===== src/rtl/raster_zfetch.sv =====
// Z-fetch ahead of the Z-test/write stage with clear sequencing; RASTER_ZFETCH_STATS_EN adds counters.
// Latency RD_LAT+2, 1 frag/cycle; frag_ready drops on same-pixel hazard, clear_start, drain or clear.
module raster_zfetch #(
  parameter int SCREEN_W = 640,
  parameter int SCREEN_H = 480,
  parameter int ADDR_W   = 19,
  parameter int RD_LAT   = 2
) (
  input  logic              clk,
  input  logic              reset_n,
  input  logic              frag_valid,
  output logic              frag_ready,
  input  logic [9:0]        frag_x,
  input  logic [8:0]        frag_y,
  input  logic [17:0]       frag_z,
  input  logic [15:0]       frag_color,
  input  logic              clear_start,
  output logic              clear_busy,
  output logic              zrd_en,
  output logic [ADDR_W-1:0] zrd_addr,
  input  logic [17:0]       zrd_data,
  output logic [ADDR_W-1:0] pix_addr,
  output logic [17:0]       pixelZ,
  output logic [17:0]       currZ,
  output logic [15:0]       color_out,
  output logic              rasterPixel,
  output logic              clearPixel,
  output logic [31:0]       stat_frags,
  output logic [31:0]       stat_stalls
);

  localparam logic [1:0] RUN   = 2'd0;
  localparam logic [1:0] DRAIN = 2'd1;
  localparam logic [1:0] CLEAR = 2'd2;
  localparam logic [ADDR_W-1:0] CLR_LAST = ADDR_W'(SCREEN_W * SCREEN_H - 1);

  typedef struct packed {
    logic              vld;
    logic [ADDR_W-1:0] addr;
    logic [17:0]       z;
    logic [15:0]       color;
  } entry_t;

  // pipe[0] is the issue stage, pipe[1..RD_LAT] wait for read data
  entry_t pipe [RD_LAT+1];

  logic [1:0]        state;
  logic [ADDR_W-1:0] clrCnt;
  logic [ADDR_W-1:0] fragAddr;
  logic              hazard;
  logic              pipeBusy;
  logic              accept;

  always_comb begin
    fragAddr = ADDR_W'(frag_y) * ADDR_W'(SCREEN_W) + ADDR_W'(frag_x);
  end

  // The output stage counts too: the end stage writes during that cycle.
  always_comb begin
    hazard   = rasterPixel && (pix_addr == fragAddr);
    pipeBusy = 1'b0;
    for (int k = 0; k <= RD_LAT; k++) begin
      if (pipe[k].vld) begin
        pipeBusy = 1'b1;
        if (pipe[k].addr == fragAddr) hazard = 1'b1;
      end
    end
  end

  assign frag_ready = (state == RUN) & ~clear_start & ~hazard;
  assign accept     = frag_valid & frag_ready;
  assign zrd_en     = pipe[0].vld;
  assign zrd_addr   = pipe[0].addr;

  always_ff @(posedge clk or negedge reset_n) begin
    if (!reset_n) begin
      for (int k = 0; k <= RD_LAT; k++) pipe[k] <= '0;
    end else begin
      if (accept) pipe[0] <= '{vld: 1'b1, addr: fragAddr, z: frag_z, color: frag_color};
      else        pipe[0] <= '0;
      for (int k = 1; k <= RD_LAT; k++) pipe[k] <= pipe[k-1];
    end
  end

  always_ff @(posedge clk or negedge reset_n) begin
    if (!reset_n) begin
      state       <= RUN;
      clrCnt      <= '0;
      clear_busy  <= 1'b0;
      rasterPixel <= 1'b0;
      clearPixel  <= 1'b0;
      pix_addr    <= '0;
      pixelZ      <= '0;
      currZ       <= '0;
      color_out   <= '0;
    end else begin
      rasterPixel <= pipe[RD_LAT].vld;
      clearPixel  <= 1'b0;
      if (pipe[RD_LAT].vld) begin
        pix_addr  <= pipe[RD_LAT].addr;
        pixelZ    <= pipe[RD_LAT].z;
        currZ     <= zrd_data;
        color_out <= pipe[RD_LAT].color;
      end else begin
        pix_addr  <= '0;
        pixelZ    <= '0;
        currZ     <= '0;
        color_out <= '0;
      end

      case (state)
        RUN: begin
          if (clear_start) begin
            state      <= DRAIN;
            clear_busy <= 1'b1;
          end
        end
        DRAIN: begin
          // Start sweeping only once the last fragment has left the output stage.
          if (!pipeBusy && !rasterPixel) begin
            state      <= CLEAR;
            clrCnt     <= '0;
            clearPixel <= 1'b1;
            pix_addr   <= '0;
          end
        end
        CLEAR: begin
          if (clrCnt == CLR_LAST) begin
            state      <= RUN;
            clear_busy <= 1'b0;
          end else begin
            clrCnt     <= clrCnt + ADDR_W'(1);
            clearPixel <= 1'b1;
            pix_addr   <= clrCnt + ADDR_W'(1);
          end
        end
        default: begin
          state      <= RUN;
          clear_busy <= 1'b0;
        end
      endcase
    end
  end

`ifdef RASTER_ZFETCH_STATS_EN
  logic [31:0] statFrags;
  logic [31:0] statStalls;

  always_ff @(posedge clk or negedge reset_n) begin
    if (!reset_n) begin
      statFrags  <= '0;
      statStalls <= '0;
    end else begin
      if (accept && statFrags != 32'hFFFF_FFFF) statFrags <= statFrags + 32'd1;
      if (frag_valid && hazard && statStalls != 32'hFFFF_FFFF) statStalls <= statStalls + 32'd1;
    end
  end

  assign stat_frags  = statFrags;
  assign stat_stalls = statStalls;
`else
  assign stat_frags  = '0;
  assign stat_stalls = '0;
`endif

endmodule


===== config.mk =====
export PLATFORM = sky130hd
export DESIGN_NAME = raster_zfetch
export DESIGN_NICKNAME = d
export VERILOG_FILES = /design/src/rtl/raster_zfetch.sv
export SDC_FILE = /design/constraint.sdc
export NUM_CORES = 1
export LEC_CHECK = 0
export CORE_UTILIZATION = 40
export CTS_CLUSTER_SIZE = 24
export DETAILED_ROUTE_END_ITERATION = 8
export DONT_BUFFER_PORTS = 1
export GPL_ROUTABILITY_DRIVEN = 0
export GPL_TIMING_DRIVEN = 0
export PLACE_DENSITY = 0.63
export SLEW_MARGIN = 20
export SYNTH_ARGS = -nofsm -noshare
export SYNTH_HDL_FRONTEND = slang
export SYNTH_SLANG_ARGS = --single-unit

===== constraint.sdc =====
create_clock -name clk -period 5 [get_ports clk]
set_clock_uncertainty 0.1 [all_clocks]
set_input_delay 0.5 -clock clk [delete_from_list [all_inputs] [get_ports clk]]
set_output_delay 0.5 -clock clk [all_outputs]
set_load 0.05 [all_outputs]

**Word level (Yosys, flattened, before mapping)**

Cells that the tools add are included.

- Reduce and logical (&&, ||, !) cells: 9
- $mul: 1
- Equality and inequality tests: 11
- Bitwise gates (word level): 6
- $add $sub $neg: 2
- Muxes and demuxes: 30

Operator list:

| cell | number |
|---|---|
| 2-to-1 mux 19 bit | 5 |
| equality test 19 bit | 4 |
| case mux 19 bit (2 select lines) | 2 |
| 2-to-1 mux 54 bit | 1 |
| 2-to-1 mux 18 bit | 2 |
| adder 19 x 1 -> 19 bit (second input constant) | 1 |
| adder 19 x 10 -> 19 bit | 1 |
| equality test 19 bit (second input constant) | 1 |
| 2-to-1 mux 16 bit | 1 |
| 2-to-1 mux 1 bit | 13 |
| multiplier 9 x 3 -> 12 bit (second input constant) | 1 |
| AND reduction 3 bit | 3 |
| inequality test 2 bit (second input constant) | 4 |
| 2-to-1 mux 2 bit | 3 |
| case mux 2 bit (3 select lines) | 1 |
| bitwise AND 1 bit | 3 |
| NOT 1 bit | 3 |
| case mux 1 bit (3 select lines) | 1 |
| equality test 2 x 1 -> 1 bit (second input constant) | 1 |
| equality test 2 bit (second input constant) | 1 |
| logical AND 1 bit | 2 |
| logical NOT 1 bit | 2 |
| logical NOT 2 bit | 1 |
| case mux 1 bit (2 select lines) | 1 |
| nonzero test 2 bit | 1 |

- Register bits after elaboration: 257
- Bits of input ports: 75
- Output and inout port bits: 159
- Logic and storage cells: 80

**Logic depth before layout (Yosys ltp)**

Gate-level depths: netlist (run 1).

- Word-level depth: 14
- Mapped depth: 15
- Gate-level depth less buffers: 13

**Least setup slack after synthesis (run 1)**

Ideal clock, no wire load.

- Path type: input port to output port
- From: in frag_y[1]
- To: out frag_ready
- Required time: 4400 ps
- Buffers on the path: 2
- Stages on the path: 15
- Arrival: 4581 ps
- Path slack: -181 ps
- Cells stage by stage: ha_1 -> ha_1 -> inv_1 -> fa_1 -> nand2b_1 -> a21oi_1 -> xor2_1 -> and3_1 -> clkbuf_1 -> nand3b_1 -> xnor3_1 -> nand4_1 -> o31ai_4 -> buf_6 -> nor3_1

- Word-level cells in the longest chain between the ends: 12
- Elaborated cells between the ends (all ways): 15
- Those cells by class: add/sub: 1; mul: 1; eq/ne: 4; mux: 6; bitwise: 2; reduce/logical: 1

RTL lines:

| what | RTL line | text |
|---|---|---|
| start: declaration | 14 | `input logic [8:0] frag_y,` |
| multiplier 9 x 3 -> 12 bit (*) | 55 | `fragAddr = ADDR_W'(frag_y) * ADDR_W'(SCREEN_W) + ADDR_W'(frag_x);` |
| adder 19 x 10 -> 19 bit (*) | 55 |  |
| equality test 19 bit | 60 | `hazard = rasterPixel && (pix_addr == fragAddr);` |
| logical AND 1 bit | 60 |  |
| 2-to-1 mux 1 bit | 65 | `if (pipe[k].addr == fragAddr) hazard = 1'b1;` |
| 2-to-1 mux 1 bit | 63 | `if (pipe[k].vld) begin` |
| 2-to-1 mux 1 bit | 65 |  |
| 2-to-1 mux 1 bit | 63 |  |
| 2-to-1 mux 1 bit | 65 |  |
| 2-to-1 mux 1 bit (*) | 63 |  |
| NOT 1 bit (*) | 70 | `assign frag_ready = (state == RUN) & ~clear_start & ~hazard;` |
| bitwise AND 1 bit (*) | 70 |  |
| end: declaration | 12 | `output logic frag_ready,` |

Every way passes the cells marked *; elsewhere a longest branch is shown, timed or not.

**Final worst setup path (run 1)**

Same ends and word-level chain as after synthesis.

==> impl_metrics.env, run 1 <==
export IMPL_dr_total_vias=7328
export IMPL_die_x_um=169.3
export IMPL_slew_viol_final=0
export IMPL_io_buffers=0
export IMPL_synthTopCellsByArea="dfrtp_1 (57%), buf_4 (5.6%), xnor2_1 (4.2%)"
export IMPL_dr_pass1_iters=7
export IMPL_die_area_um2=28660
export IMPL_finalCritPeriodShare_pct=95.43
export IMPL_p_seq_share_pct=44.6
export IMPL_comb_power_share_pct=20.5
export IMPL_ios=234
export IMPL_synth_edf_count=0
export IMPL_dr_first_iter_drc_count=537
export IMPL_synth_flop_cell="dfrtp_1"
export IMPL_ir_drop_v=0.0002377
export IMPL_p_int_mw=3.797
export IMPL_max_freq_mhz=209.6
export IMPL_leakagePower_nw=6.400
export IMPL_period_needed_ns=4.772
export IMPL_ys_seq_area_share_pct=57.46
export IMPL_grt_max_degree=258
export IMPL_worst_slew_margin_rel_pct=50.42
export IMPL_yosys_warnings=0
export IMPL_start_util_pct=41.19
export IMPL_end_kind="output pin"
export IMPL_antenna_found_initial=0
export IMPL_cts_tree="built"
export IMPL_grt_pass1_vias=7363
export IMPL_maxCapViolCount=0
export IMPL_path_class="input port to output pin"
export IMPL_rows=60
export IMPL_drc=0
export IMPL_synth_async_sr_flop_share_pct=100.0
export IMPL_dp_hpwl_mm=17.68
export IMPL_place_inst=1409
export IMPL_required_ns=4.40
export IMPL_cts_hold_buf=41
export IMPL_fin_util_pct=48.79
export IMPL_drtAntennaViolNets=0
export IMPL_cp_start_kind="input port"
export IMPL_grt_overflow_total=0
export IMPL_grt_use_total_pct=18.07
export IMPL_grt_pass1_wl_mm=40.39
export IMPL_status="complete, but fails checks"
export IMPL_cts_sinks=257
export IMPL_drive_above_1_share_pct=14.41
export IMPL_wirelength_mm=25.66
export IMPL_arrival_ns=4.17
export IMPL_ys_seq_elements=257
export IMPL_power_density_nw_per_um2=422.0
export IMPL_cts_root_buf="clkbuf_16"
export IMPL_grt_setup_unrepaired="no"
export IMPL_setup_viol=0
export IMPL_syn_area_um2=11190
export IMPL_path_clk_slew_ns=0.06
export IMPL_hold_class="input port to async pin"
export IMPL_synth_top_area_cell="dfrtp_1"
export IMPL_avgSynthCellArea_um2=11.49
export IMPL_fin_cells=1503
export IMPL_p_sw_share_pct=32.13
export IMPL_cts_htree_levels=1
export IMPL_synth_distinct_cells=71
export IMPL_netlist_instances=974
export IMPL_nFillCells=2474
export IMPL_cts_buffers=27
export IMPL_cp_max_fo=10
export IMPL_n_antenna_cell=0
export IMPL_failed_checks="hold timing"
export IMPL_die_h_um=169.3
export IMPL_vias_per_cell=4.876
export IMPL_p_total_mw=5.595
export IMPL_syn2layout_area_growth_pct=18.46
export IMPL_nNetsFinal=1210
export IMPL_clock_path_buffers=3
export IMPL_p_sw_mw=1.798
export IMPL_core_um2=27180
export IMPL_insertion_delay_ns=0.53
export IMPL_clkPwrFrac_pct=34.9
export IMPL_seq_area_um2=6431
export IMPL_synth_top_area_share_pct=57.46
export IMPL_wl_per_cell_um=17.07
export IMPL_hold_ws_ns=-0.4286
export IMPL_multiInputGateArea_um2=4119
export IMPL_tightestPinTransition_ns=0.7421
export IMPL_finalHoldViolCount=257
-- per-layer routing --
layer  wire length [um]  track usage, %  share of wire (%)
met2              12560           30.65                 49
met3               1558           3.778                6.1
met4                667           5.445                2.6
met1              10880           23.20                 42
met5                  0               0                  0
-- final timing paths --
check                                    from     endpoint  slack, ns  cells past startpoint
min in group clk                frag_color[3]    pipe[111]       0.02                      2
max in group asynchronous             reset_n    clrCnt[0]       4.78                      0
worst max register to register   pix_addr[12]  zrd_addr[4]       1.33                      9
worst min register to register      pipe[118]     pipe[64]       0.24                      0
worst max-delay path                frag_y[1]   frag_ready       0.23                     13
worst min-delay path                  reset_n     currZ[5]      -0.43                      0
-- area by class of cell --
cell class	count	area share, %
Buffer	134	6.568
Inverter	12	0.3397
Tap cell	372	3.510
Clock inverter	12	0.9248
Sequential cell	257	48.50
Timing Repair Buffer	47	3.435
Multi-Input combinational cell	633	31.07
Clock buffer	36	5.653
-- cells in the mapped netlist (all sizes together), types with 3 or more instances --
| library cell | instances |
|---|---|
| o21ai | 38 |
| nand4 | 11 |
| xor2 | 36 |
| a21o | 5 |
| a211oi | 3 |
| nor3 | 53 |
| a21oi | 19 |
| nand2 | 60 |
| ha | 21 |
| a21boi | 3 |
| nand2b | 5 |
| inv | 12 |
| xnor3 | 6 |
| nor2 | 29 |
| nor4 | 12 |
| xnor2 | 54 |
| o31ai | 7 |
| clkbuf | 42 |
| dfrtp | 257 |
| a31oi | 3 |
| a22o | 18 |
| and3 | 11 |
| or4 | 3 |
| mux2i | 4 |
| and2 | 57 |
| buf | 92 |
| nand3 | 72 |
| o2111ai | 3 |
-- sequential cells by signal, summed over array words and instances, names as in the netlist --
| register | cells |
|---|---|
| rasterPixel | 1 |
| zrd_addr | 19 |
| currZ | 18 |
| color_out | 16 |
| pipe | 142 |
| clear_busy | 1 |
| state | 2 |
| zrd_en | 1 |
| clearPixel | 1 |
| pixelZ | 18 |
| pix_addr | 19 |
| clrCnt | 19 |
-- what timing repair did --
action                                  CTS  global route
pin swaps                                 2             3
endpoints found under the setup margin    1             1
hold endpoints to repair                298           257
setup buffers                             2             4
resized for setup                         4             1
-- power groups by stage --
| stage | registers, mW | clock network (mW) | logic (mW) |
|---|---|---|---|
| final | 2.50 | 1.95 | 1.15 |
| after global routing | 2.52 | 2.08 | 1.25 |
| after CTS | 2.50 | 2.00 | 1.14 |
| after detailed placement | 2.53 | 0 | 1.09 |
| after global placement | 2.53 | 0 | 1.08 |
| after floorplan | 2.49 | 0 | 0.875 |
-- metrics by stage --
| stage | hold WS, ns | worst slack [ns] | TNS [ns] | cell area, um2 |
|---|---|---|---|---|
| after floorplan | 0.1044 | 0.1543 | 0 | 11430 |
| after global placement | 0.1106 | -0.5479 | -5.881 | 11900 |
| after detailed placement | 0.1114 | -0.5484 | -5.886 | 11900 |
| after CTS | -0.4508 | 0.05081 | 0 | 13220 |
| after global routing | -0.4494 | 0.05233 | 0 | 13260 |
| final | -0.4286 | 0.2284 | 0 | 13260 |
-- cells in the final DEF (no fill, tap or decap), types with 19 or more instances in the layout --
cell           Yosys  final
a21oi_1           19     19
and2_1            57     57
buf_4             84     90
clkbuf_1          42     46
clkbuf_16          0     27
conb_1             1     64
dfrtp_1          257    257
dlygate4sd3_1      1     42
ha_1              21     21
nand2_1           60     60
nand3_1           72     72
nor2_1            29     29
nor3_1            47     46
o21ai_0           36     36
xnor2_1           54     54
xor2_1            36     35
-- logic make-up after synthesis --
kind of cell	after synthesis	share of synthesized area [%]
buffers and inverters	147	8.216
and+or+nand+nor	325	15.30
adders and majority gates	23	2.705
AOI/OAI and AO/OA	120	7.579
DFF	257	57.46
other	1	0.03350
muxes	5	0.4583
xor gates and xnor gates	96	8.249
-- worst max-delay path: stages --
cell	delay (ns)
ha_1	0.27
ha_1	0.23
inv_1	0.08
fa_2	0.51
and2b_2	0.31
nand4b_1	0.25
nor3b_1	0.42
xnor2_1	0.33
xnor2_1	0.14
or4_4	0.51
o31ai_4	0.30
buf_6	0.21
nor3_4	0.10
(Power assumes the default switching activity.)
==> run 2, diff against run 1 <==
--- a/config.mk
+++ b/config.mk
@@ -5,13 +5,13 @@
 export SDC_FILE = /design/constraint.sdc
 export NUM_CORES = 1
 export LEC_CHECK = 0
-export CORE_UTILIZATION = 40
+export CORE_UTILIZATION = 55
 export CTS_CLUSTER_SIZE = 24
 export DETAILED_ROUTE_END_ITERATION = 8
 export DONT_BUFFER_PORTS = 1
 export GPL_ROUTABILITY_DRIVEN = 0
 export GPL_TIMING_DRIVEN = 0
-export PLACE_DENSITY = 0.63
+export PLACE_DENSITY = 0.8
 export SLEW_MARGIN = 20
 export SYNTH_ARGS = -nofsm -noshare
 export SYNTH_HDL_FRONTEND = slang
==> impl_metrics.env, run 2 (synthesis gave the netlist of run 1 again) <==
export IMPL_grt_overflow_total=0
export IMPL_nNetsFinal=1175
export IMPL_slowest_stage="fa_2"
export IMPL_worst_slew_margin_rel_pct=46.65
export IMPL_grt_use_total_pct=24.12
export IMPL_cp_start_kind="input port"
export IMPL_clock_path_buffers=3
export IMPL_cp_cell_sequence="ha_1, ha_1, inv_1, fa_2, and2b_2, a32oi_4, xor2_1, a221o_1, or4_1, or4_4, o31ai_4, buf_6, nor3_4"
export IMPL_failed_checks="hold timing"
export IMPL_period_needed_ns=4.932
export IMPL_tns_ns=0
export IMPL_cts_hold_buf=5
export IMPL_leakagePower_nw=6.262
export IMPL_finalHoldViolCount=257
export IMPL_ir_drop_v=0.0003267
export IMPL_wl_per_cell_um=18.54
export IMPL_grt_pass1_vias=7101
export IMPL_drc=0
export IMPL_grt_pass1_wl_mm=38.16
export IMPL_core_um2=19720
export IMPL_dr_pass1_iters=5
export IMPL_tightestPinTransition_ns=0.8002
export IMPL_cts_tree="built"
export IMPL_n_antenna_cell=0
export IMPL_syn2layout_area_growth_pct=14.41
export IMPL_insertion_delay_ns=0.53
export IMPL_hold_class="input port to async pin"
export IMPL_place_area_um2=11770
export IMPL_start_util_pct=56.77
export IMPL_drive_above_1_share_pct=14.70
export IMPL_most_common_layout_cells="dfrtp_1 (257), buf_4 (91), nand3_1 (72), conb_1 (64), nand2_1 (60)"
export IMPL_path_clk_slew_ns=0.06
export IMPL_cpMostUsedCell="ha_1"
export IMPL_grt_max_degree=258
export IMPL_dr_total_vias=7362
export IMPL_end_kind="output pin"
export IMPL_power_density_nw_per_um2=438.1
export IMPL_wirelength_mm=25.21
export IMPL_cts_sinks=257
export IMPL_arrival_ns=4.33
export IMPL_antenna_found_initial=0
export IMPL_die_h_um=144.7
export IMPL_largest_reg_flops=142
export IMPL_slew_viol_final=0
export IMPL_cp_slowest_stage_delay_ns=0.63
export IMPL_die_area_um2=20930
export IMPL_finalCritPeriodShare_pct=98.64
export IMPL_path_class="input port to output pin"
export IMPL_dp_hpwl_mm=17.46
export IMPL_required_ns=4.40
export IMPL_io_buffers=0
export IMPL_dr_first_iter_drc_count=428
export IMPL_max_freq_mhz=202.8
export IMPL_status="complete, but fails checks"
export IMPL_nFillCells=1482
export IMPL_cts_htree_levels=1
export IMPL_setup_viol=0
export IMPL_maxCapViolCount=0
export IMPL_vias_per_cell=5.413
export IMPL_regMostFlops="pipe"
export IMPL_grt_setup_unrepaired="no"
export IMPL_rows=51
export IMPL_cp_max_fo=10
export IMPL_final_common_cell="dfrtp_1"
export IMPL_drtAntennaViolNets=0
export IMPL_hold_ws_ns=-0.4162
export IMPL_ios=234
export IMPL_final_area_um2=12810
export IMPL_cts_root_buf="clkbuf_16"
export IMPL_die_x_um=144.7
export IMPL_cts_buffers=26
run 2: cell types whose count changed in the layout (fill, tap and decap cells not counted), sizes merged:
cell / delta
clkbuf: +2
bufinv: +1
buf: +2
clkinv: -6
clkinvlp: +1
dlygate4sd3: -36
run 2: routing by layer:
layer	part of all wire [%]	global-route usage [%]	vias to the layer above
met2	50	42.81	315
met5	0	0	-
met4	2.5	6.925	0
li1	-	-	3390
met3	8.3	6.285	49
met1	39	28.80	3608
run 2: layout make-up:
cell class	count	area (um2)	share of cell area (%)
clock buffer	38	767.0	5.989
buffer	134	870.8	6.800
multi-input combinational	633	4111	32.11
inverter	12	45.04	0.3517
clock inverter	8	126.4	0.9868
timing repair buffer	13	122.6	0.9575
sequential	257	6431	50.22
tap	265	331.6	2.589
run 2: timing repair:
action | in CTS | in global routing
setup endpoints to repair | 1 | 1
endpoints found under the hold margin | 262 | 257
setup buffers | 1 | 7
pin swaps | 1 | 2
gates resized for setup | 3 | 1
run 2: worst max-delay path: cells and delay by family:
| family | cells | cell delay [ns] |
|---|---|---|
| buf+inv | 2 | 0.27 |
| compound gates | 3 | 0.89 |
| fa+ha+maj | 3 | 1.08 |
| simple gates | 4 | 1.45 |
| xor+xnor | 1 | 0.12 |
run 2: stage by stage:
step | std cells | setup slack (ns) | utilization, % | total power, mW
2_1_floorplan | 1037 | 0.1543 | - | 3.364
3_3_place_gp | 1302 | -0.4271 | 59.67 | 3.585
3_5_place_dp | 1302 | -0.4019 | 59.67 | 3.609
4_1_cts | 1353 | 0.001789 | 64.60 | 5.625
5_1_grt | 1360 | 0.007601 | 64.95 | 5.838
6_report | 1360 | 0.06819 | 64.95 | 5.611
run 2: report_power, final:
group          switching, mW  total, mW  leakage (nW)  internal, mW
registers              0.249       2.50          3.54          2.25
clock network          0.780       2.00         0.427          1.22
logic                  0.748       1.11          2.29         0.365
total                   1.78       5.61          6.26          3.83
run 2: final timing paths:
path / from / endpoint / slack [ns] / cells after the start
worst max-delay path: frag_y[1] / frag_ready / 0.07 / 13
worst min-delay path: reset_n / pipe[15] / -0.42 / 0
worst max register to register: pix_addr[12] / pipe[130] / 1.41 / 9
worst min register to register: pipe[116] / pipe[62] / 0.24 / 0
max in group asynchronous: reset_n / clrCnt[5] / 4.75 / 0
min in group clk: frag_z[14] / pipe[138] / 0.01 / 2
==> run 3, diff against run 2 <==
--- a/config.mk
+++ b/config.mk
@@ -5,11 +5,11 @@
 export SDC_FILE = /design/constraint.sdc
 export NUM_CORES = 1
 export LEC_CHECK = 0
+export CORE_ASPECT_RATIO = 1.4
 export CORE_UTILIZATION = 55
 export CTS_CLUSTER_SIZE = 24
 export DETAILED_ROUTE_END_ITERATION = 8
 export DONT_BUFFER_PORTS = 1
-export GPL_ROUTABILITY_DRIVEN = 0
 export GPL_TIMING_DRIVEN = 0
 export PLACE_DENSITY = 0.8
 export SLEW_MARGIN = 20
==> impl_metrics.env, run 3 (synthesis gave the netlist of run 1 again) <==
export IMPL_grt_max_degree=258
export IMPL_final_common_cell="dfrtp_1"
export IMPL_failed_checks="hold timing"
export IMPL_cts_tree="built"
export IMPL_cts_hold_buf=1
export IMPL_tns_ns=0
export IMPL_fin_cells=1336
export IMPL_grt_setup_unrepaired="no"
export IMPL_hold_class="input port to async pin"
export IMPL_start_util_pct=56.19
export IMPL_clock_path_buffers=3
export IMPL_ios=234
export IMPL_dr_first_iter_drc_count=518
export IMPL_drive_above_1_share_pct=14.76
export IMPL_cts_buffers=24
export IMPL_largest_reg_flops=142
export IMPL_io_buffers=0
export IMPL_max_freq_mhz=205.2
export IMPL_cp_slowest_stage_delay_ns=0.63
export IMPL_finalCritPeriodShare_pct=97.49
export IMPL_regMostFlops="pipe"
export IMPL_cts_htree_levels=1
export IMPL_dp_hpwl_mm=18.34
export IMPL_dr_total_vias=7286
export IMPL_cp_cell_sequence="ha_1, ha_1, inv_1, fa_2, and2b_2, a32oi_4, xor2_1, a221o_1, or4_1, or4_4, o31ai_4, buf_6, nor3_4"
export IMPL_grt_pass1_vias=7224
export IMPL_cp_start_kind="input port"
export IMPL_core_um2=19920
export IMPL_tightestPinTransition_ns=0.7521
export IMPL_die_h_um=170.8
export IMPL_slowest_stage="fa_2"
export IMPL_leakagePower_nw=6.208
export IMPL_grt_pass1_wl_mm=39.37
export IMPL_antenna_found_initial=0
export IMPL_grt_overflow_total=0
export IMPL_wirelength_mm=25.86
export IMPL_insertion_delay_ns=0.52
export IMPL_cp_max_fo=10
export IMPL_arrival_ns=4.27
export IMPL_required_ns=4.40
export IMPL_die_x_um=122.6
export IMPL_vias_per_cell=5.454
export IMPL_place_inst=1289
export IMPL_syn2layout_area_growth_pct=13.42
export IMPL_worst_slew_margin_rel_pct=49.86
export IMPL_rows=61
export IMPL_path_clk_slew_ns=0.07
export IMPL_end_kind="output pin"
export IMPL_period_needed_ns=4.874
export IMPL_cts_sinks=257
export IMPL_slew_viol_final=0
export IMPL_most_common_layout_cells="dfrtp_1 (257), buf_4 (87), nand3_1 (72), conb_1 (64), nand2_1 (60)"
export IMPL_nNetsFinal=1164
export IMPL_ir_drop_v=0.0004455
export IMPL_dr_pass1_iters=4
export IMPL_n_antenna_cell=0
export IMPL_path_class="input port to output pin"
export IMPL_nFillCells=1473
export IMPL_cts_root_buf="clkbuf_16"
export IMPL_drc=0
export IMPL_die_area_um2=20930
export IMPL_power_density_nw_per_um2=442.1
export IMPL_cpMostUsedCell="ha_1"
export IMPL_wl_per_cell_um=19.35
export IMPL_hold_ws_ns=-0.4313
export IMPL_setup_viol=0
export IMPL_status="complete, but fails checks"
export IMPL_finalHoldViolCount=257
export IMPL_grt_use_total_pct=24.95
export IMPL_drtAntennaViolNets=0
export IMPL_gp_congestion=0.9166
export IMPL_maxCapViolCount=0
[run 3: cell types whose count changed in the layout (fill, tap and decap cells not counted), sizes merged]
cell	delta
bufinv	+2
clkinv	+5
clkbuf	-10
inv	-1
dlygate4sd3	-4
buf	-5
clkinvlp	+2
[run 3: metrics by stage]
stage	setup slack (ns)	cell area, um2	util (%)	power (mW)
after detailed placement	-0.5534	11750	58.99	3.635
final	0.1255	12700	63.73	5.613
after floorplan	0.1543	11430	-	3.364
after CTS	0.03687	12680	63.65	5.640
after global placement	-0.4920	11750	58.99	3.611
after global routing	0.02843	12700	63.73	5.837
[run 3: routing by layer]
layer | up-vias | track usage, % | routed length (um)
met5 | - | 0 | 0
met4 | 0 | 9.385 | 956
met3 | 61 | 5.100 | 1809
met2 | 301 | 45.97 | 13810
met1 | 3562 | 27.84 | 9283
li1 | 3362 | - | -
[run 3: where the power goes]
group | internal (mW) | leakage, nW | switching (mW)
registers | 2.25 | 3.54 | 0.253
clock network | 1.19 | 0.417 | 0.798
logic | 0.362 | 2.25 | 0.755
total | 3.81 | 6.21 | 1.81
[run 3: worst paths after layout]
kind	slack [ns]	depth (start not counted)	endpoint	startpoint
worst max-delay path	0.13	13	frag_ready	frag_y[1]
worst min-delay path	-0.43	0	pixelZ[9]	reset_n
worst max register to register	1.16	12	clrCnt[5]	clrCnt[0]
worst min register to register	0.24	0	pipe[59]	pipe[113]
max in group asynchronous	4.86	0	currZ[0]	reset_n
min in group clk	0.01	2	pipe[122]	frag_color[14]
[run 3: area by class of cell]
class	instances	area [um2]	area share [%]
plain buffers	134	870.8	6.859
clock buffers	28	645.6	5.085
multi-input cells	633	4119	32.44
repair buffers	4	32.53	0.2562
flip-flops and latches	257	6431	50.66
clock inverters	16	236.5	1.863
well taps	252	315.3	2.483
inverters	12	45.04	0.3548
[run 3: critical path: cells and delay by family]
kind                     cells  cell delay (ns)
AND/OR/NAND/NOR              4             1.45
XOR/XNOR                     1             0.11
adder cells (fa/ha/maj)      3             1.08
buffers and inverters        2             0.28
AO/OA/AOI/OAI                3             0.86
[run 3: what timing repair did]
item	4_1_cts	5_1_grt
setup endpoints to repair	1	2
pin swaps	2	1
hold endpoints to repair	258	257
buffers inserted	2	1
resized for setup	3	2
